==> config.mk <==
export PLATFORM = sky130hd
export DESIGN_NAME = rsa_uart_ctrl
export DESIGN_NICKNAME = d
export VERILOG_FILES = /design/src/rtl/rsa_uart_ctrl.sv
export SDC_FILE = /design/constraint.sdc
export NUM_CORES = 1
export LEC_CHECK = 0
export ABC_AREA = 0
export CAP_MARGIN = 20
export CORE_MARGIN = 10
export CORE_UTILIZATION = 45
export CTS_CLUSTER_DIAMETER = 50
export DETAILED_ROUTE_END_ITERATION = 10
export GPL_ROUTABILITY_DRIVEN = 1
export PLACE_DENSITY = 0.75
export SLEW_MARGIN = 20
export SYNTH_ARGS = -nofsm -noshare
export SYNTH_HDL_FRONTEND = slang
export SYNTH_SLANG_ARGS = --single-unit
==> constraint.sdc <==
create_clock -name i_clk -period 2.4 [get_ports i_clk]
set_input_delay 0.36 -clock i_clk [delete_from_list [all_inputs] [get_ports i_clk]]
set_output_delay 0.36 -clock i_clk [all_outputs]
set_load 0.005 [all_outputs]
==> src/rtl/rsa_uart_ctrl.sv <==
// rsa_uart_ctrl: two-byte command sequencer between the UART RX/TX byte
// interfaces and an iterative modular-exponentiation engine.
// Every accepted command produces exactly one response byte on TX.
// That byte is either the engine result or an error code:
// '?' for a bad opcode, '!' for an out-of-range operand, 'X' for an engine timeout.
module rsa_uart_ctrl #(
  parameter int unsigned N_MOD   = 143,
  parameter int unsigned E_KEY   = 7,
  parameter int unsigned D_KEY   = 103,
  parameter int unsigned TIMEOUT = 4096
) (
  input  logic       i_clk,
  input  logic       i_reset,
  input  logic [7:0] i_rx_data,
  input  logic       i_rx_valid,
  output logic [7:0] o_tx_data,
  output logic       o_tx_send,
  input  logic       i_tx_busy,
  output logic       o_exp_start,
  output logic [7:0] o_exp_base,
  output logic [7:0] o_exp_exp,
  output logic [7:0] o_exp_mod,
  input  logic       i_exp_done,
  input  logic [7:0] i_exp_result,
  output logic       o_busy,
  output logic       o_overrun,
  output logic [7:0] o_err_count
);

  localparam int unsigned WD_W = $clog2(TIMEOUT);

  localparam logic [7:0]      C_OP_ENC  = 8'h45;
  localparam logic [7:0]      C_OP_DEC  = 8'h44;
  localparam logic [7:0]      C_ERR_OP  = 8'h3F;
  localparam logic [7:0]      C_ERR_RNG = 8'h21;
  localparam logic [7:0]      C_ERR_TMO = 8'h58;
  localparam logic [7:0]      C_MOD     = 8'(N_MOD);
  localparam logic [7:0]      C_E_KEY   = 8'(E_KEY);
  localparam logic [7:0]      C_D_KEY   = 8'(D_KEY);
  localparam logic [WD_W-1:0] C_WD_LAST = WD_W'(TIMEOUT - 1);

  typedef enum logic [2:0] {
    S_IDLE    = 3'd0,
    S_OPERAND = 3'd1,
    S_START   = 3'd2,
    S_WAIT    = 3'd3,
    S_SEND    = 3'd4,
    S_TXWAIT  = 3'd5
  } state_t;

  state_t          r_state;
  state_t          w_next;

  logic [7:0]      r_tx_data;
  logic            r_exp_start;
  logic [7:0]      r_exp_base;
  logic [7:0]      r_exp_exp;
  logic            r_busy;
  logic            r_overrun;
  logic [7:0]      r_err_count;
  logic [WD_W-1:0] r_wd;
  logic            r_mode_enc;
  logic            r_tx_guard;

  logic [7:0]      w_tx_data_nxt;
  logic [7:0]      w_exp_base_nxt;
  logic [7:0]      w_exp_exp_nxt;
  logic [WD_W-1:0] w_wd_nxt;
  logic            w_mode_enc_nxt;
  logic            w_tx_guard_nxt;
  logic            w_err_inc;
  logic            w_tx_send;
  logic            w_rx_drop;

  // State register
  always_ff @(posedge i_clk or posedge i_reset) begin
    if (i_reset) begin
      r_state <= S_IDLE;
    end else begin
      r_state <= w_next;
    end
  end

  // Next-state, next datapath values and the TX request strobe
  always_comb begin
    w_next         = r_state;
    w_tx_data_nxt  = r_tx_data;
    w_exp_base_nxt = r_exp_base;
    w_exp_exp_nxt  = r_exp_exp;
    w_wd_nxt       = r_wd;
    w_mode_enc_nxt = r_mode_enc;
    w_tx_guard_nxt = r_tx_guard;
    w_err_inc      = 1'b0;
    w_tx_send      = 1'b0;

    case (r_state)
      S_IDLE: begin
        if (i_rx_valid) begin
          if (i_rx_data == C_OP_ENC) begin
            w_mode_enc_nxt = 1'b1;
            w_next         = S_OPERAND;
          end else if (i_rx_data == C_OP_DEC) begin
            w_mode_enc_nxt = 1'b0;
            w_next         = S_OPERAND;
          end else begin
            w_tx_data_nxt = C_ERR_OP;
            w_err_inc     = 1'b1;
            w_next        = S_SEND;
          end
        end
      end

      S_OPERAND: begin
        if (i_rx_valid) begin
          if (i_rx_data >= C_MOD) begin
            w_tx_data_nxt = C_ERR_RNG;
            w_err_inc     = 1'b1;
            w_next        = S_SEND;
          end else begin
            w_exp_base_nxt = i_rx_data;
            w_exp_exp_nxt  = r_mode_enc ? C_E_KEY : C_D_KEY;
            w_next         = S_START;
          end
        end
      end

      S_START: begin
        w_wd_nxt = '0;
        w_next   = S_WAIT;
      end

      S_WAIT: begin
        w_wd_nxt = r_wd + WD_W'(1);
        // A completion in the timeout cycle still returns the real result
        if (i_exp_done) begin
          w_tx_data_nxt = i_exp_result;
          w_next        = S_SEND;
        end else if (r_wd == C_WD_LAST) begin
          w_tx_data_nxt = C_ERR_TMO;
          w_err_inc     = 1'b1;
          w_next        = S_SEND;
        end
      end

      S_SEND: begin
        if (!i_tx_busy) begin
          w_tx_send      = 1'b1;
          w_tx_guard_nxt = 1'b1;
          w_next         = S_TXWAIT;
        end
      end

      S_TXWAIT: begin
        // tx_busy only rises the cycle after tx_send, so skip one cycle first
        if (r_tx_guard) begin
          w_tx_guard_nxt = 1'b0;
        end else if (!i_tx_busy) begin
          w_next = S_IDLE;
        end
      end

      default: begin
        w_next = S_IDLE;
      end
    endcase
  end

  // Bytes arriving while a command is in flight are dropped
  always_comb begin
    w_rx_drop = 1'b0;
    if (i_rx_valid) begin
      case (r_state)
        S_START, S_WAIT, S_SEND, S_TXWAIT: w_rx_drop = 1'b1;
        default:                           w_rx_drop = 1'b0;
      endcase
    end
  end

  // Datapath and registered outputs
  always_ff @(posedge i_clk or posedge i_reset) begin
    if (i_reset) begin
      r_tx_data   <= 8'h00;
      r_exp_start <= 1'b0;
      r_exp_base  <= 8'h00;
      r_exp_exp   <= 8'h00;
      r_busy      <= 1'b0;
      r_overrun   <= 1'b0;
      r_err_count <= 8'h00;
      r_wd        <= '0;
      r_mode_enc  <= 1'b0;
      r_tx_guard  <= 1'b0;
    end else begin
      r_tx_data   <= w_tx_data_nxt;
      r_exp_start <= (w_next == S_START);
      r_exp_base  <= w_exp_base_nxt;
      r_exp_exp   <= w_exp_exp_nxt;
      r_busy      <= (w_next != S_IDLE);
      r_wd        <= w_wd_nxt;
      r_mode_enc  <= w_mode_enc_nxt;
      r_tx_guard  <= w_tx_guard_nxt;
      if (w_rx_drop) begin
        r_overrun <= 1'b1;
      end
      if (w_err_inc && (r_err_count != 8'hFF)) begin
        r_err_count <= r_err_count + 8'd1;
      end
    end
  end

  assign o_tx_data   = r_tx_data;
  assign o_tx_send   = w_tx_send;
  assign o_exp_start = r_exp_start;
  assign o_exp_base  = r_exp_base;
  assign o_exp_exp   = r_exp_exp;
  assign o_exp_mod   = C_MOD;
  assign o_busy      = r_busy;
  assign o_overrun   = r_overrun;
  assign o_err_count = r_err_count;

endmodule

Word-level counts from Yosys, hierarchy flattened
Index checks and enable logic that the tools add are counted.
{"block": "word_totals", "register_bits": 52, "inputBits": 21, "output_inout_bits": 44, "word_cells": 81}
{"block": "op_classes", "addsub": 2, "order_cmp": 1, "eq_ne": 17, "muxes": 37, "n_bitwise": 1, "reduce_logical": 12}
{"op": "2-to-1 mux 8 bit", "n": 7}
{"op": "2-to-1 mux 3 bit", "n": 10}
{"op": "case mux 12 bit (2 select lines)", "n": 1}
{"op": "case mux 8 bit (3 select lines)", "n": 1}
{"op": "case mux 3 bit (6 select lines)", "n": 1}
{"op": "equality test 8 x 7 -> 1 bit (second input constant)", "n": 2}
{"op": "2-to-1 mux 1 bit", "n": 14}
{"op": "adder 12 x 1 -> 12 bit (second input constant)", "n": 1}
{"op": "equality test 12 bit (second input constant)", "n": 1}
{"op": "!= test 2 bit (second input constant)", "n": 6}
{"op": "equality test 3 x 2 -> 1 bit (second input constant)", "n": 3}
{"op": "adder 8 x 1 -> 8 bit (second input constant)", "n": 1}
{"op": "greater-or-equal comparator 8 bit (second input constant)", "n": 1}
{"op": "!= test 8 bit (second input constant)", "n": 1}
{"op": "2-to-1 mux 7 bit", "n": 1}
{"op": "AND reduction 7 bit", "n": 1}
{"op": "equality test 3 bit (second input constant)", "n": 2}
{"op": "AND reduction 3 bit", "n": 2}
{"op": "nonzero test 2 bit", "n": 3}
{"op": "nonzero test 3 bit", "n": 2}
{"op": "OR reduction 4 bit", "n": 1}
{"op": "equality test 3 x 1 -> 1 bit (second input constant)", "n": 1}
{"op": "zero test 3 bit", "n": 1}
{"op": "!= test 3 bit (second input constant)", "n": 1}
{"op": "other kinds (5)", "n": 5}

Depth between registers and ports, before layout
{"block": "logic_depth", "ltp_word": 6, "mapped_depth": 8}

Least setup slack after synthesis
OpenSTA, ideal clock, no wires.
{"block": "synth_path", "path_kind": "reg2reg", "from": "register r_state[1]", "to": "register r_err_count[7], in the netlist o_err_count[7]", "t_arrival_ns": 1.768, "setup_slack_ns": 0.504, "stages_incl_launch_ff": 7, "n_path_buf": 1, "period_less_slack_ns": 1.896, "cell_sequence": "dfrtp_1 > buf_6 > or3b_4 > nand3_2 > o2111ai_4 > a211oi_2 > mux2_1"}
{"block": "synth_via", "elab_chain_len": 3, "word_cells_on_any_way": 5, "cone_classes": "2 x eq/ne; 1 x mux; 2 x reduce/logical"}
{"element": "from (decl)", "line": "51", "source": "state_t r_state;"}
{"element": "from (signal assigned)", "line": "80", "source": "r_state <= w_next;"}
{"element": "equality test 3 x 2 -> 1 bit (tied with other cells)", "line": "96", "source": "case (r_state)"}
{"element": "case mux 1 bit (3 select lines) *", "line": "96"}
{"element": "logical AND 1 bit *", "line": "204", "source": "if (w_err_inc && (r_err_count != 8'hFF)) begin"}
{"element": "to (signal assigned)", "line": "205", "source": "r_err_count <= r_err_count + 8'd1;"}
{"element": "to (decl)", "line": "60", "source": "logic [7:0] r_err_count;"}
Mark *: on every way between the ends. The rest lies on a longest branch, timed or not.
A chain may end at the register's enable or synchronous reset.

Worst setup path in the final report
{"block": "layout_path", "from": "register r_state[1]", "to": "output o_tx_send"}
{"block": "layout_via", "elab_chain_len": 2}
{"element": "equality test 3 bit", "line": "96"}
{"element": "2-to-1 mux 1 bit", "line": "96"}
{"element": "to (decl)", "line": "17", "source": "output logic o_tx_send,"}
Every way passes these cells.

==> summary.md <==
| Metric | Value |
|---|---|
| Run status | finished clean |
| Layout filler cell count | 472 |
| Classification of the worst-slack hold path | flip-flop to flip-flop |
| Type of the worst setup path | flip-flop to output pin |
| Number of hold violations in the final report | 0 |
| Areal power density over the cells | 880 nW/um^2 |
| Number of CTS-inserted buffers | 5 |
| Standard cell with the maximum stage delay on the critical path | dfrtp_1 |
| First-pass GRT wire length | roughly 9000 microns |
| Tmin final | 2.19 ns |
| Buffers on Ports | 53 |
| RSZ-0062 raised after global routing | false |
| Detailed-placement wirelength estimate | 4180 microns |
| Post-Place Setup Slack | 0.133 ns |
| Footprint of the multi-input gates | ~1200 sq um |
| Most common flop cell mapped by yosys | dfrtp_1 |
| Overflow after GRT | 0 |
| Count of routing violations after the opening detailed-route iteration | 71 |
| Count of buffers added by post-CTS timing repair for setup | 0 |
| Finish-stage setup viols | 0 |
| Initial standard-cell utilization of the core | 45.7% |
| #FFs+latches synth | 46 |
| Maximum fanout along the worst path | 7 |
| Count of flip-flops with a built-in enable after synthesis | 0 |
| DRC violation count after routing | 0 |
| Depth of the worst register-to-register path | 6 |
| Width of the die | 94.3 microns |
| Syn avg cell area | 10.5 sq um |
| Mean number of vias per cell | 5.16 |
| Summed negative setup slack over all endpoints | 0 ns |
| Required time of the critical path | around 2.0 ns |
| Crit Reg-Reg Endpoint | o_err_count[7] |
| Number of nets in the layout | 322 |
| Max rail drop VDD | approximately 0.36 mV |
| Count of different cell masters after synthesis | 48 |
| Detailed-route via count | 1905 |
| Source of the critical timing path | r_state[1] |
| Slew Limit Headroom | 62.3% |
| Clock skew | 0.00959 ns |
| H-tree levels | 2 |
| Antenna Violating Nets Remaining | 0 |
| Total wirelength of the detailed-routed design | 5500 microns |
| Number of slew-limit violations in the final report | 0 |
| Startpoint Class | flip-flop |
| Clock Path Buffers | 2 |
| Fraction of layout cells with a size suffix above 1 | 15.5% |
| Top-level port count | 65 |
| Placement row count | 27 |
| Worst stage delay on the critical path | 0.50 ns |
| Total of max-cap violations | 0 |
| Util after Layout | 58.0% |
| Leakage power | 1.37 nW |
| Period utilisation layout | between 90% and 100% |
| Fmax achieved | around 460 MHz |
| Area of the die | 8900 sq um |
| Slew at the pin closest to its max-slew limit | 0.566 ns |
| Post-Syn Instances | 238 |
| Launch point of the worst reg-to-reg path | r_state[0] |
| Crit path to | o_tx_send |
| Latest clock arrival within the worst-skew pair | 0.30 ns |
| Final worst slack | 0.207 ns |
| Height of the die | 94.3 microns |
| Cell breakdown of the critical path | buf_4 > nor2_1 > and2_1 > clkdlybuf4s50_1 |
| Sinks on the clock net | between 40 and 50 |
| TritonCTS clock tree | yes |
| Hold buffers post-CTS | 0 |
| Placer Congestion | 0.759 |
| Root Buffer Master | clkbuf_8 |
| Post-synthesis instance area | 2490 sq um |
| Arr. time, crit path | 1.83 ns |
| Largest net degree at the start of global routing | 47 |
| All-layer global routing usage | about an eighth |
| Routed len/inst | 14.9 microns |
| Clock-pin slew on the worst setup and hold paths | 0.09 ns |
| First-pass iteration count of the detailed router | 4 |
| Core outline area | 5440 sq um |
| Area used by sequential logic in the layout | 1150 sq um |
| Area growth from synthesis to layout | 26.8% |
| Startpoint of the worst hold path | o_overrun |
| Number of global-route vias before repair | 1899 |
| Register area share after synthesis | between 40% and 50% |
| Kind of end point of the critical path | output pin |
| Number of instances resized during post-cts repair | 0 |
| Internal reg-to-reg setup slack | 0.30 ns |
| Synth Warn # | 0 |
| Ant diodes | 0 |
| Initial antenna violation count | 0 |
| Share of async-settable or async-resettable flops after synthesis | 100% |
[cell usage after synthesis (2+ instances only)]
cell | n | share of area, %
a211oi_2 | 3 | 1.5
a21boi_1 | 2 | 0.60
a21oi_1 | 16 | 3.2
and2_1 | 2 | 0.50
and3_1 | 4 | 1.0
buf_4 | 15 | 4.5
buf_6 | 3 | 1.4
clkbuf_1 | 4 | 0.60
conb_1 | 2 | 0.30
dfrtp_1 | 46 | 46
ha_1 | 5 | 2.5
inv_1 | 11 | 1.7
mux2_1 | 2 | 0.91
mux2_2 | 15 | 6.8
mux2i_1 | 5 | 2.0
nand2_1 | 16 | 2.4
nand2b_1 | 3 | 0.75
nand3_1 | 15 | 3.0
nand4_1 | 8 | 2.0
nor2_1 | 11 | 1.7
nor3_1 | 2 | 0.40
o21ai_0 | 13 | 2.6
o2bb2ai_1 | 2 | 0.70
o31ai_1 | 2 | 0.60
or3_1 | 2 | 0.50
xor2_1 | 7 | 2.5
[cell type report]
type	instances	area share, %
sequential	46	36.5
clock buffer	5	2.18
tap	72	2.86
multi-input combinational	168	37.0
timing repair buffer	64	19.4
clock inverter	3	0.675
inverter	11	1.31
[logic make-up (layout without fill, tap and decap cells)]
group | count (synthesis) | after routing | share of synthesized area (%)
muxes | 22 | 22 | 9.71
xor gates and xnor gates | 7 | 7 | 2.46
other | 2 | 11 | 0.302
AOI/OAI and AO/OA | 49 | 49 | 14.3
buffers and inverters | 33 | 83 | 8.15
DFF | 46 | 46 | 46.3
and+or+nand+nor | 74 | 74 | 16.3
adders and majority gates | 5 | 5 | 2.52
[layout by cell type (no fill, tap or decap), types with 2 or more instances in the layout]
master            n
a211oi_2          3
a21boi_1          2
a21oi_1          16
and2_1            2
and3_1            4
buf_4            11
clkbuf_8          5
clkdlybuf4s50_1  53
conb_1           11
dfrtp_1          46
ha_1              5
inv_1            10
mux2_1            2
mux2_2           15
mux2i_1           5
nand2_1          16
nand2b_1          3
nand3_1          15
nand4_1           8
nor2_1           11
nor3_1            2
o21ai_0          13
o2bb2ai_1         2
o31ai_1           2
or3_1             2
xor2_1            7
[flip-flops by register name, indices dropped and copies added (netlist names)]
register / cells
o_exp_exp: 2
o_overrun: 1
o_exp_start: 1
r_tx_guard: 1
o_err_count: 8
r_state: 3
r_wd: 12
r_mode_enc: 1
o_exp_base: 8
o_tx_data: 8
o_busy: 1
[routing by layer]
| metal | global-route usage, % | up-vias | part of all wire (%) |
|---|---|---|---|
| met5 | 0 | - | 0 |
| met4 | 5.06 | 0 | 1.8 |
| met3 | 4.28 | 6 | 6.9 |
| met2 | 21.7 | 50 | 52 |
| met1 | 14.0 | 913 | 40 |
| li1 | - | 936 | - |
[through the flow]
step	instance area, sq um	total power [mW]	hold slack [ns]	cells
after detailed placement	3060	2.34	0.451	361
after CTS	3150	2.82	0.477	369
final	3150	2.77	0.469	369
after global routing	3150	2.98	0.484	369
after floorplan	2520	1.81	0.430	247
after global placement	3060	2.31	0.441	361
[worst min path at each step]
| stage | end | slack [ns] | cells past startpoint |
|---|---|---|---|
| final | o_overrun | 0.47 | 1 |
| after global routing | o_overrun | 0.48 | 1 |
| after CTS | o_overrun | 0.48 | 1 |
| after detailed placement | o_overrun | 0.45 | 1 |
| after global placement | o_overrun | 0.44 | 1 |
| after floorplan | o_exp_exp[5] | 0.43 | 1 |
[where the power goes]
group	switching, mW	leakage, nW	internal [mW]
clock network	0.265	0.0441	0.205
logic	0.474	0.757	0.679
registers	0.179	0.569	0.973
total	0.918	1.37	1.86
[critical path, delay by kind of cell (launching register included)]
kind          cells  cell delay [ns]
flops             1             0.50
buf+inv           2             0.72
simple gates      2             0.32
(Power assumes the default switching activity.)
